### config.mk
export PLATFORM = sky130hd
export DESIGN_NAME = idma_xfer_tracker
export DESIGN_NICKNAME = d
export VERILOG_FILES = /design/src/rtl/idma_xfer_tracker.sv
export SDC_FILE = /design/constraint.sdc
export NUM_CORES = 1
export LEC_CHECK = 0
export ABC_CLOCK_PERIOD_IN_PS = 3300
export CORE_UTILIZATION = 30
export DETAILED_ROUTE_END_ITERATION = 12
export PLACE_DENSITY = 0.53
export SYNTH_ARGS = -nofsm -noshare
export SYNTH_HDL_FRONTEND = slang
export SYNTH_SLANG_ARGS = --single-unit
### constraint.sdc
create_clock -name clk_i -period 3.3 [get_ports clk_i]
set_input_delay 0.495 -clock clk_i [delete_from_list [all_inputs] [get_ports clk_i]]
set_output_delay 0.495 -clock clk_i [all_outputs]
set_load 0.02 [all_outputs]
### src/rtl/idma_xfer_tracker.sv
// In-flight transfer tracker for the iDMA controller: wrapping IDs, in-order FIFO, wait/evt/err.
// Optional perf counters (lat_last_o, busy_cycles_o) when IDMA_TRACKER_PERF_EN is defined.
module idma_xfer_tracker #(
  parameter int unsigned MAX_OUTSTANDING = 4,
  parameter int unsigned ID_W            = 8,
  parameter int unsigned CNT_W           = 32
) (
  input  logic                              clk_i,
  input  logic                              rst_i,
  input  logic                              clear_i,
  input  logic                              start_i,
  input  logic                              direction_i,
  input  logic                              done_i,
  input  logic                              error_i,
  output logic                              issue_ready_o,
  output logic [ID_W-1:0]                   id_o,
  output logic                              id_valid_o,
  input  logic                              wait_req_i,
  input  logic [ID_W-1:0]                   wait_id_i,
  output logic                              wait_gnt_o,
  output logic [1:0]                        evt_o,
  output logic [$clog2(MAX_OUTSTANDING):0]  outstanding_o,
  output logic                              err_o,
  output logic [ID_W-1:0]                   err_id_o,
  output logic                              overflow_o
`ifdef IDMA_TRACKER_PERF_EN
  ,
  output logic [CNT_W-1:0]                  lat_last_o,
  output logic [CNT_W-1:0]                  busy_cycles_o
`endif
);

  localparam int unsigned PtrW = $clog2(MAX_OUTSTANDING);
  localparam int unsigned CntW = PtrW + 1;

  if ((MAX_OUTSTANDING < 2) || ((1 << PtrW) != MAX_OUTSTANDING)) begin : g_chk_depth
    $error("MAX_OUTSTANDING must be a power of two >= 2");
  end
  if ((2 ** ID_W) <= (2 * MAX_OUTSTANDING)) begin : g_chk_id
    $error("ID_W too narrow for MAX_OUTSTANDING");
  end
  if (CNT_W < 1) begin : g_chk_cnt
    $error("CNT_W must be >= 1");
  end

  logic [ID_W-1:0]            id_q [MAX_OUTSTANDING];
  logic [ID_W-1:0]            id_d [MAX_OUTSTANDING];
  logic [MAX_OUTSTANDING-1:0] dir_q, dir_d;
  logic [MAX_OUTSTANDING-1:0] vld_q, vld_d;
  logic [PtrW-1:0]            wr_ptr_q, wr_ptr_d, rd_ptr_q, rd_ptr_d;
  logic [CntW-1:0]            cnt_q, cnt_d;
  logic [ID_W-1:0]            next_id_q, next_id_d;
  logic [ID_W-1:0]            id_out_q, id_out_d;
  logic                       id_valid_q, id_valid_d;
  logic [1:0]                 evt_q, evt_d;
  logic                       err_q, err_d;
  logic [ID_W-1:0]            err_id_q, err_id_d;
  logic                       ovf_q, ovf_d;

  logic full, push, pop, hit;

`ifdef IDMA_TRACKER_PERF_EN
  logic [CNT_W-1:0] ts_q [MAX_OUTSTANDING];
  logic [CNT_W-1:0] ts_d [MAX_OUTSTANDING];
  logic [CNT_W-1:0] cyc_q, cyc_d, lat_q, lat_d, busy_q, busy_d;
`endif

  // Full is judged on registered state only, so a same-cycle pop cannot admit a start.
  assign full = (cnt_q == CntW'(MAX_OUTSTANDING));
  assign push = start_i && !full;
  assign pop  = (done_i || error_i) && (cnt_q != '0);

  always_comb begin
    id_d       = id_q;
    dir_d      = dir_q;
    vld_d      = vld_q;
    wr_ptr_d   = wr_ptr_q;
    rd_ptr_d   = rd_ptr_q;
    cnt_d      = cnt_q;
    next_id_d  = next_id_q;
    id_out_d   = id_out_q;
    id_valid_d = 1'b0;
    evt_d      = 2'b00;
    err_d      = err_q;
    err_id_d   = err_id_q;
    ovf_d      = ovf_q;

    if (pop) begin
      vld_d[rd_ptr_q]       = 1'b0;
      rd_ptr_d              = rd_ptr_q + PtrW'(1);
      evt_d[dir_q[rd_ptr_q]] = 1'b1;
      if (error_i) begin
        err_d = 1'b1;
        if (!err_q) err_id_d = id_q[rd_ptr_q];
      end
    end

    if (push) begin
      id_d[wr_ptr_q]  = next_id_q;
      dir_d[wr_ptr_q] = direction_i;
      vld_d[wr_ptr_q] = 1'b1;
      wr_ptr_d        = wr_ptr_q + PtrW'(1);
      next_id_d       = next_id_q + ID_W'(1);
      id_out_d        = next_id_q;
      id_valid_d      = 1'b1;
    end else if (start_i) begin
      ovf_d = 1'b1;
      err_d = 1'b1;
    end

    unique case ({push, pop})
      2'b10:   cnt_d = cnt_q + CntW'(1);
      2'b01:   cnt_d = cnt_q - CntW'(1);
      default: cnt_d = cnt_q;
    endcase
  end

`ifdef IDMA_TRACKER_PERF_EN
  // Latency is the modular timestamp difference; exact for transfers shorter than 2**CNT_W cycles.
  always_comb begin
    ts_d   = ts_q;
    cyc_d  = cyc_q + CNT_W'(1);
    lat_d  = lat_q;
    busy_d = busy_q;
    if (push) ts_d[wr_ptr_q] = cyc_q;
    if (pop) lat_d = cyc_q - ts_q[rd_ptr_q];
    if ((cnt_q != '0) && (busy_q != '1)) busy_d = busy_q + CNT_W'(1);
  end

  always_ff @(posedge clk_i) begin
    if (rst_i || clear_i) begin
      ts_q   <= '{default: '0};
      cyc_q  <= '0;
      lat_q  <= '0;
      busy_q <= '0;
    end else begin
      ts_q   <= ts_d;
      cyc_q  <= cyc_d;
      lat_q  <= lat_d;
      busy_q <= busy_d;
    end
  end

  assign lat_last_o    = lat_q;
  assign busy_cycles_o = busy_q;
`endif

  always_ff @(posedge clk_i) begin
    if (rst_i || clear_i) begin
      id_q       <= '{default: '0};
      dir_q      <= '0;
      vld_q      <= '0;
      wr_ptr_q   <= '0;
      rd_ptr_q   <= '0;
      cnt_q      <= '0;
      next_id_q  <= '0;
      id_out_q   <= '0;
      id_valid_q <= 1'b0;
      evt_q      <= 2'b00;
      err_q      <= 1'b0;
      err_id_q   <= '0;
      ovf_q      <= 1'b0;
    end else begin
      id_q       <= id_d;
      dir_q      <= dir_d;
      vld_q      <= vld_d;
      wr_ptr_q   <= wr_ptr_d;
      rd_ptr_q   <= rd_ptr_d;
      cnt_q      <= cnt_d;
      next_id_q  <= next_id_d;
      id_out_q   <= id_out_d;
      id_valid_q <= id_valid_d;
      evt_q      <= evt_d;
      err_q      <= err_d;
      err_id_q   <= err_id_d;
      ovf_q      <= ovf_d;
    end
  end

  always_comb begin
    hit = 1'b0;
    for (int i = 0; i < MAX_OUTSTANDING; i++) begin
      if (vld_q[i] && (id_q[i] == wait_id_i)) hit = 1'b1;
    end
  end

  assign wait_gnt_o    = wait_req_i && !hit;
  assign issue_ready_o = !full;
  assign id_o          = id_out_q;
  assign id_valid_o    = id_valid_q;
  assign evt_o         = evt_q;
  assign outstanding_o = cnt_q;
  assign err_o         = err_q;
  assign err_id_o      = err_id_q;
  assign overflow_o    = ovf_q;

endmodule

==> flow_metrics.tcl, run 1 <==
set metrics [dict create \
    status "completed" \
    final_nets 458 \
    m1WireLength_um 4050 \
    syn_to_final_growth_pct 24.9 \
    synth_top_family_by_area "simple AND/OR/NAND/NOR gates" \
    muxShareOfSynthArea_pct 8.32 \
    drive_above_1_share_pct 8.49 \
    finalWirelength_um 8520 \
    holdWs_ps 452 \
    r2r_end "outstanding_o[2]$_SDFFE_PP0P_" \
    dp_hpwl_um 5950 \
    n_fill_cell 1184 \
    synth.distinct_cells 32 \
    netlist_top_cells_area "dfxtp_1 43%, xor2_1 9.0%, a21oi_1 7.5%, nand2_1 7.0%, mux4_2 5.8%" \
    fin_crit_ps 3100 \
    dr.max_layer_used "met4" \
    synthesis.instances 402 \
    hold_viol 0 \
    yosys.area.top_type_share_pct 43.3 \
    drc 0 \
    ff2ff_path_depth 8 \
    grt_max_degree 62 \
    synthesis.area_um2 3520 \
    dieArea_um2 12200 \
    layout_setup_ws_ps 196 \
    cp-end-kind "output pin" \
    wire_per_inst_um 14.7 \
    regToRegSetupSlack_ps 1080 \
    post_cts_resized 0 \
    rsz0062_at_grt "no" \
    cts-root-buf "clkbuf_16" \
    dp.cells 563 \
    syn-num-nets 429 \
    synth_edf_count 0 \
    core.rowCount 39 \
    seq_area_frac_synth_pct 43.3 \
    pre_cts_slack_ps 160 \
    peakVddDrop_mv 0.263 \
    gp_congestion 0.838 \
    ys_async_sr_fraction_pct 0 \
    power.density_nw_per_um2 513 \
    p_leak_uw 0.00150 \
    slew_headroom_pct 49.7 \
    seq_area_um2 1520 \
    tns_ps 0 \
    max_freq_mhz 322 \
    fin_crit_sh_pct 94.1 \
    route.met2.wl_um 3850 \
    portBuffers 41 \
    cts.sinks 76 \
    holdBufCountCts 0 \
    dr.pass1.iters 4 \
    grt_pass1_wl_um 14200 \
    whs_endpoint "dir_q[3]$_SDFFE_PP0P_" \
    final_cells 579 \
    grt_usage_pct 15.3 \
    synth_seq_cells 76 \
    clock_skew_ps 8.45 \
    postCtsSetupBuffers 0 \
    core_area_um2 11400 \
    clk_latency_ps 330 \
    antenna_found_initial 0 \
    multiInputGateArea_um2 1850 \
    start_util_pct 30.8 \
    worstMarginPinSlew_ps 754 \
    crit_type "in2out" \
    yosys.area.top_type "dfxtp_1" \
    critPathMaxFanout 4 \
    diodes 0 \
    start_kind "primary input" \
    setup_viol 0 \
    h-tree-depth 3 \
    cts_max_path_buffers 2 \
    ant_nets 0 \
    cts_tree "built" \
    cp_data_required_time_ps 2800 \
    fin_util_pct 38.5 \
    drtIter0Drc 168 \
    rr_startpoint "outstanding_o[2]$_SDFFE_PP0P_" \
    met3_wirelength_um 502 \
    cts_buffers 9 \
    die_x_um 110 \
    vias_per_cell 4.85 \
    synth-main-ff-cell "dfxtp_1" \
    synth-compound-area-share_pct 8.68 \
    die_h_um 110 \
    hp-class "reg2reg" \
    arrival_ps 2610 \
    grt_overflow 0 \
    synth_xor_area_share_pct 10.7 \
    hp-start "dir_q[3]$_SDFFE_PP0P_" \
    synthSimpleGateAreaFrac_pct 20.4 \
    grt_pass1_vias 2753 \
    drv_cap 0 \
    ios 42 \
    clk_pin_slew_ps 50 \
    synth-adder-area-share_pct 4.13 \
    slew_viol_final 0 \
    worst_hold_path.num_cells 2 \
    avgSynthCellArea_um2 8.75 \
    yosysWarnings 0 \
    vias 2810 \
]
==> metrics by stage <==
| stage | total power (uW) | cell area (um2) |
|---|---|---|
| after global routing | 2340 | 4390 |
| after floorplan | 1060 | 3520 |
| after detailed placement | 1130 | 4040 |
| final | 2250 | 4390 |
| after global placement | 1130 | 4040 |
| after CTS | 2280 | 4390 |
==> sequential cells by signal (all words and copies together) (netlist names) <==
register / cells
rd_ptr_q: 2
err_id_o: 8
err_o: 1
outstanding_o: 3
dir_q: 4
id_q: 32
wr_ptr_q: 2
evt_o: 2
next_id_q: 8
id_o: 8
vld_q: 4
overflow_o: 1
id_valid_o: 1
==> power by group <==
part           switching (uW)  internal [uW]
sequential               12.8            926
clock                     367            779
combinational             102           68.0
total                     482           1770
==> per-layer routing <==
metal  global-route usage [%]  vias up
met1                     20.7     1314
met2                     24.2       64
met5                        0        -
met3                     3.82        7
met4                     4.23        0
li1                         -     1425
==> layout by cell type, fill, tap and decap left out, types with 7 or more instances in the layout <==
cell,count
a21oi_1,53
clkbuf_16,9
clkdlybuf4s50_1,41
dfxtp_1,76
ha_1,10
inv_1,8
mux2i_1,9
mux4_2,9
nand2_1,66
nand3_1,40
nor2_1,28
xnor2_1,7
xor2_1,36
==> cell type report <==
type,count,share of cell area [%]
Inverter,8,0.684
Tap cell,143,4.07
Clock buffer,12,5.84
Multi-Input combinational cell,290,42.1
Timing Repair Buffer,46,10.5
Clock inverter,4,2.16
Sequential cell,76,34.6
==> critical path: stages <==
cell	delay [ps]
clkdlybuf4s50_1	530
xor2_1	210
nor4_1	340
nand3_1	120
o41ai_1	260
nor3_1	110
clkdlybuf4s50_1	550
==> synth_stat cells (4+ instances only) <==
cell and number:
nor4_1 6, ha_1 10, nand4_1 5, nand3_1 40, buf_2 6, mux4_2 9, nor2_1 28, buf_4 4
dfxtp_1 76, clkbuf_1 15, nand2_2 4, xnor2_1 7, xor2_1 36, nand2_1 66, inv_1 8, a21oi_1 53
mux2i_1 9
==> worst max-delay path by stage <==
| stage | startpoint | end | slack, ps | depth (start not counted) |
|---|---|---|---|---|
| 3_3_place_gp | wait_id_i[2] | wait_gnt_o | 230 | 7 |
| 6_report | wait_id_i[2] | wait_gnt_o | 200 | 7 |
| 5_1_grt | wait_id_i[2] | wait_gnt_o | 60 | 7 |
| 3_5_place_dp | wait_id_i[2] | wait_gnt_o | 160 | 7 |
| 4_1_cts | wait_id_i[2] | wait_gnt_o | 180 | 7 |
| 2_1_floorplan | outstanding_o[0]$_SDFFE_PP0P_ | outstanding_o[2]$_SDFFE_PP0P_ | 1050 | 10 |
==> kinds of logic after synthesis <==
kind of cell	Yosys count
AOI/OAI and AO/OA	58
xor gates and xnor gates	43
adders and majority gates	11
buffers and inverters	36
DFF	76
muxes	18
and+or+nand+nor	160
No activity file was read; power rests on OpenSTA's default activity.
==> run 2: changes to the inputs <==
--- a/config.mk
+++ b/config.mk
@@ -7,6 +7,7 @@
 export LEC_CHECK = 0
 export ABC_CLOCK_PERIOD_IN_PS = 3300
 export CORE_UTILIZATION = 30
+export CTS_CLUSTER_SIZE = 14
 export DETAILED_ROUTE_END_ITERATION = 12
 export PLACE_DENSITY = 0.53
 export SYNTH_ARGS = -nofsm -noshare
==> results of run 2 <==
No change in the layout: final DEF, timing and power equal those of run 1.
==> run 3: changes to the inputs <==
--- a/config.mk
+++ b/config.mk
@@ -5,7 +5,6 @@
 export SDC_FILE = /design/constraint.sdc
 export NUM_CORES = 1
 export LEC_CHECK = 0
-export ABC_CLOCK_PERIOD_IN_PS = 3300
 export CORE_UTILIZATION = 30
 export CTS_CLUSTER_SIZE = 14
 export DETAILED_ROUTE_END_ITERATION = 12
==> results of run 3 <==
No change in the layout: final DEF, timing and power equal those of run 1.
==> variant 1, RTL diff (settings of run 2) <==
The parameter `MAX_OUTSTANDING` goes from 4 to 8.
--- a/src/rtl/idma_xfer_tracker.sv
+++ b/src/rtl/idma_xfer_tracker.sv
@@ -1,7 +1,7 @@
 // In-flight transfer tracker for the iDMA controller: wrapping IDs, in-order FIFO, wait/evt/err.
 // Optional perf counters (lat_last_o, busy_cycles_o) when IDMA_TRACKER_PERF_EN is defined.
 module idma_xfer_tracker #(
-  parameter int unsigned MAX_OUTSTANDING = 4,
+  parameter int unsigned MAX_OUTSTANDING = 8,
   parameter int unsigned ID_W            = 8,
   parameter int unsigned CNT_W           = 32
 ) (
Ports: changed (resized outstanding_o); port bits go from 42 to 43. No check against the original RTL was run, so the function may have changed too.
==> variant 1 against run 2 <==
- sequential share of layout area fell by 1.3 points
- wire length rose by 78%
- first-iteration DRC count rose by 110%
- worst setup slack got worse by 0.11 ns
- highest routed layer unchanged
- total power rose by 64%
- area after synthesis rose by 65%
- final area rose by 63%
- sequential cell count rose by 43
- synthesized cell count rose by 47%
==> variant 1: results <==
metrics = {
    "cells_and_area": {
        "clk_share_pct": 8.626,
        "nFillCells": 1795,
        "final_util_pct": 37.97,
        "seq_share_pct": 33.32,
        "multi_input_cells": 414,
        "largest_reg_flops": 64,
        "layout-drive-gt1-share_pct": 12.40,
        "bufAreaShareNonClock_pct": 9.169,
    },
    "critical_path": {
        "crit_fanout": 8,
        "crit_arrival_ns": 2.72,
    },
    "logic_synthesis": {
        "muxShareOfSynthArea_pct": 21.17,
        "synth_fa_ha_area_share_pct": 1.642,
        "synth-seq-cells": 119,
        "synth_area_leaders": "dfxtp_1, mux2i_1, xor2_1",
    },
    "clock_tree": {
        "clock_latency_ns": 0.42,
        "numCtsBuffers": 17,
    },
    "floorplanning": {
        "dieArea_mm2": 0.01987,
    },
    "min_path": {
        "hold_start": "id_o[6]$_SDFFE_PP0P_",
    },
    "drt": {
        "drt_iter0_drc": 349,
        "vias": 4300,
    },
    "power": {
        "p_leak_nw": 2.798,
    },
    "timing": {
        "finClkSkew_ns": 0.006941,
    },
    "place": {
        "portBuffers": 42,
        "gp_congestion": 0.9139,
        "pre_cts_ws_ns": -0.005275,
    },
    "grt": {
        "grt_usage_pct": 16.47,
    },
    "run_status": {
        "outcome": "completed",
    },
}
[variant 1: final timing paths]
kind              cells after the start  slack [ns]                             to
hold / removal                        2        0.45           id_o[6]$_SDFFE_PP0P_
setup reg to reg                     10        0.59  outstanding_o[3]$_SDFFE_PP0P_
hold reg to reg                       2        0.45           id_o[6]$_SDFFE_PP0P_
setup / recovery                      8        0.09                     wait_gnt_o
[variant 1: logic make-up (layout without fill, tap and decap cells)]
family	count (synthesis)	count (layout)
adder cells (fa/ha/maj)	7	7
flip-flops	119	119
multiplexers	100	100
AO/OA/AOI/OAI	48	48
buffers and inverters	58	104
AND/OR/NAND/NOR	183	183
XOR/XNOR	76	76
[variant 1: worst max-delay path: stages]
cell and delay [ns]:
clkdlybuf4s50_1 0.52, buf_12 0.14, xor2_1 0.22, nor3_1 0.13, nand4_1 0.11, nand3_1 0.09, nor4_2 0.35, clkdlybuf4s50_1 0.67
[variant 1: routing by layer]
metal  part of all wire [%]  track usage [%]
met1                     46            20.61
met2                     49            27.34
met3                    3.5            3.057
met4                    2.2            7.895
met5                      0                0
[variant 1: repair_timing]
action,4_1_cts,5_1_grt
hold buffers,0,0
endpoints found under the setup margin,1,0
gates resized for setup,1,0
[variant 1: through the flow]
stage	instances	TNS [ns]
CTS	897	0
detailed placement	865	-0.005275
floorplan	591	0
global route	897	0
global placement	865	-0.04008
finish	897	0
[variant 1: where the power goes]
| group | switching, mW | internal (mW) | total [mW] |
|---|---|---|---|
| combinational | 0.157 | 0.118 | 0.276 |
| clock | 0.644 | 1.30 | 1.94 |
| sequential | 0.0198 | 1.45 | 1.47 |
==> variant 2, RTL diff (config.mk and constraints of run 2) <==
Without the edit above. Put one more register stage on the output `err_id_o`. The value now appears one clock later. The other outputs are not delayed to match.
--- a/src/rtl/idma_xfer_tracker.sv
+++ b/src/rtl/idma_xfer_tracker.sv
@@ -191,7 +191,9 @@
   assign evt_o         = evt_q;
   assign outstanding_o = cnt_q;
   assign err_o         = err_q;
-  assign err_id_o      = err_id_q;
+  always_ff @(posedge clk_i) begin
+    err_id_o <= err_id_q;
+  end
   assign overflow_o    = ovf_q;
 
 endmodule
Function: changed (Yosys sat finds a counterexample within 4 cycles, from zero or initial values).
==> variant 2 against run 2 <==
- worst setup slack improved by 0.056 ns
- sequential cell count rose by 8
- register-to-register slack got worse by 0.16 ns
- global-route usage fell by 1.2 points
- die area rose by 4.5%
- utilization fell by 0.54 points
- final area rose by 3.3%
- critical path type unchanged
- total power rose by 2.5%
- synthesized cell count rose by 2.5%
- critical endpoint unchanged
- area after synthesis rose by 4.6%
- wire length rose by 1.5%
- sequential power rose by 9.8%
==> variant 2: results <==
metrics = {
    "power": {
        "ir_worst_vdd_v": 0.0002102,
        "p_leak_nw": 1.531,
    },
    "clock_tree": {
        "clock-root-buffer": "clkbuf_16",
        "post_cts_buffers": 0,
        "numCtsBuffers": 9,
        "clkSlewWorstSetupHoldPaths_ns": 0.06,
        "htreeDepth": 3,
        "cts.path.max_buffers": 2,
        "clock_latency_ns": 0.33,
    },
    "logic_synthesis": {
        "synth_cells": 412,
        "ys_warn_count": 0,
        "synth_area_leaders": "dfxtp_1, xor2_1, a21oi_1",
        "synthArstFlopShare_pct": 0,
        "syn_nets": 439,
        "ys_seq_area_share_pct": 45.70,
        "ys_types": 32,
        "synth_common_cells": "dfxtp_1, nand2_1, a21oi_1, nand3_1, xor2_1",
    },
    "min_path": {
        "worstHoldPathType": "flop to flop",
        "holdPathStages": 0,
    },
    "critical_path": {
        "slowest_delay_ns": 0.55,
        "cpMostUsedCell": "clkdlybuf4s50_1",
        "reg2reg_depth": 8,
        "crit_arrival_ns": 2.55,
        "crit_fanout": 4,
        "path_delay_family": "buffers and inverters",
        "cp_slowest_cell": "clkdlybuf4s50_1",
    },
    "drt": {
        "viasPerCell": 4.836,
        "drt_iter0_drc": 156,
        "routed_wl_mm": 8.654,
        "firstDrtPassIters": 5,
    },
    "cells_and_area": {
        "final_cells": 591,
        "layout-drive-gt1-share_pct": 8.333,
        "nNetsFinal": 466,
        "diodes": 0,
        "largest_reg_flops": 32,
        "regMostFlops": "id_q",
    },
    "timing": {
        "finClkSkew_ns": 0.007415,
        "tightestPinTransition_ns": 0.7146,
        "report.final.hold_viol_count": 0,
    },
    "grt": {
        "grt_max_degree": 77,
        "grt_pass1_vias": 2855,
        "grt_usage_pct": 14.14,
        "antenna_found_initial": 0,
        "grt_pass1_wl_mm": 14.19,
    },
    "place": {
        "dpl.cell_count": 575,
        "gp_congestion": 0.8490,
        "portBuffers": 41,
        "hpwl_mm": 5.932,
    },
    "run_status": {
        "outcome": "completed",
    },
}
-- variant 2: cell types whose count changed after synthesis, moves of 2 or more --
| cell | change |
|---|---|
| xor2_1 | -3 |
| buf_2 | +3 |
| xnor2_1 | +3 |
| dfxtp_1 | +8 |
| nand2_1 | +2 |
| nand2_2 | -2 |
-- variant 2: timing repair --
action                                  CTS  global route
gates resized for setup                   0             1
hold endpoints to repair                  0             0
endpoints found under the setup margin    0             1
-- variant 2: worst paths after layout --
check,to,slack [ns],from
worst max-delay path,wait_gnt_o,0.25,wait_id_i[1]
worst min-delay path,err_id_o[6]$_DFF_P_,0.35,err_id_q[6]$_SDFFE_PP0P_
worst max register to register,outstanding_o[2]$_SDFFE_PP0P_,0.92,outstanding_o[2]$_SDFFE_PP0P_
worst min register to register,err_id_o[6]$_DFF_P_,0.35,err_id_q[6]$_SDFFE_PP0P_
-- variant 2: logic make-up (layout without fill, tap and decap cells) --
kind of cell	count (synthesis)	after routing	share of synthesized area [%]
AO/OA/AOI/OAI	58	58	8.195
multiplexers	18	18	7.956
buffers and inverters	37	69	4.386
AND/OR/NAND/NOR	161	161	19.59
XOR/XNOR	43	43	10.23
adder cells (fa/ha/maj)	11	11	3.944
flip-flops	84	84	45.70
-- variant 2: metal layers --
metal / up-vias / share of wire, % / GRT usage (%) / routed length [µm]
met4: 0 / 1.8 / 6.133 / 159
met1: 1332 / 50 / 19.64 / 4305
li1: 1453 / - / - / -
met5: - / 0 / 0 / 0
met2: 61 / 45 / 21.65 / 3889
met3: 12 / 3.5 / 2.357 / 299
-- variant 2: per-stage QoR --
step	utilization, %	power (mW)	instance area [µm²]	setup slack, ns
finish	37.93	2.312	4537	0.2523
global route	37.93	2.391	4537	0.04770
CTS	37.88	2.337	4531	0.1609
detailed placement	35.09	1.224	4198	0.1709
global placement	35.09	1.223	4198	0.1742
floorplan	-	1.161	3680	1.085
-- variant 2: layout make-up --
cell class	instances	area [µm²]
well taps	147	183.9
flip-flops and latches	84	1682
repair buffers	45	452.9
fillers	1183	7425
multi-input cells	291	1856
clock buffers	10	239.0
clock inverters	6	93.84
inverters	8	30.03
-- variant 2: worst reg2reg max path, stage by stage, from the launching register on --
cell	delay, ns
dfxtp_1	0.48
nor3_1	0.19
nor2_2	0.35
ha_1	0.27
inv_1	0.06
fa_1	0.37
xor2_1	0.16
or3_1	0.30
a21oi_1	0.14
-- variant 2: report_power, final --
| group | internal, mW | switching, mW |
|---|---|---|
| registers | 1.02 | 0.0127 |
| clock network | 0.690 | 0.422 |
| logic | 0.0661 | 0.0991 |
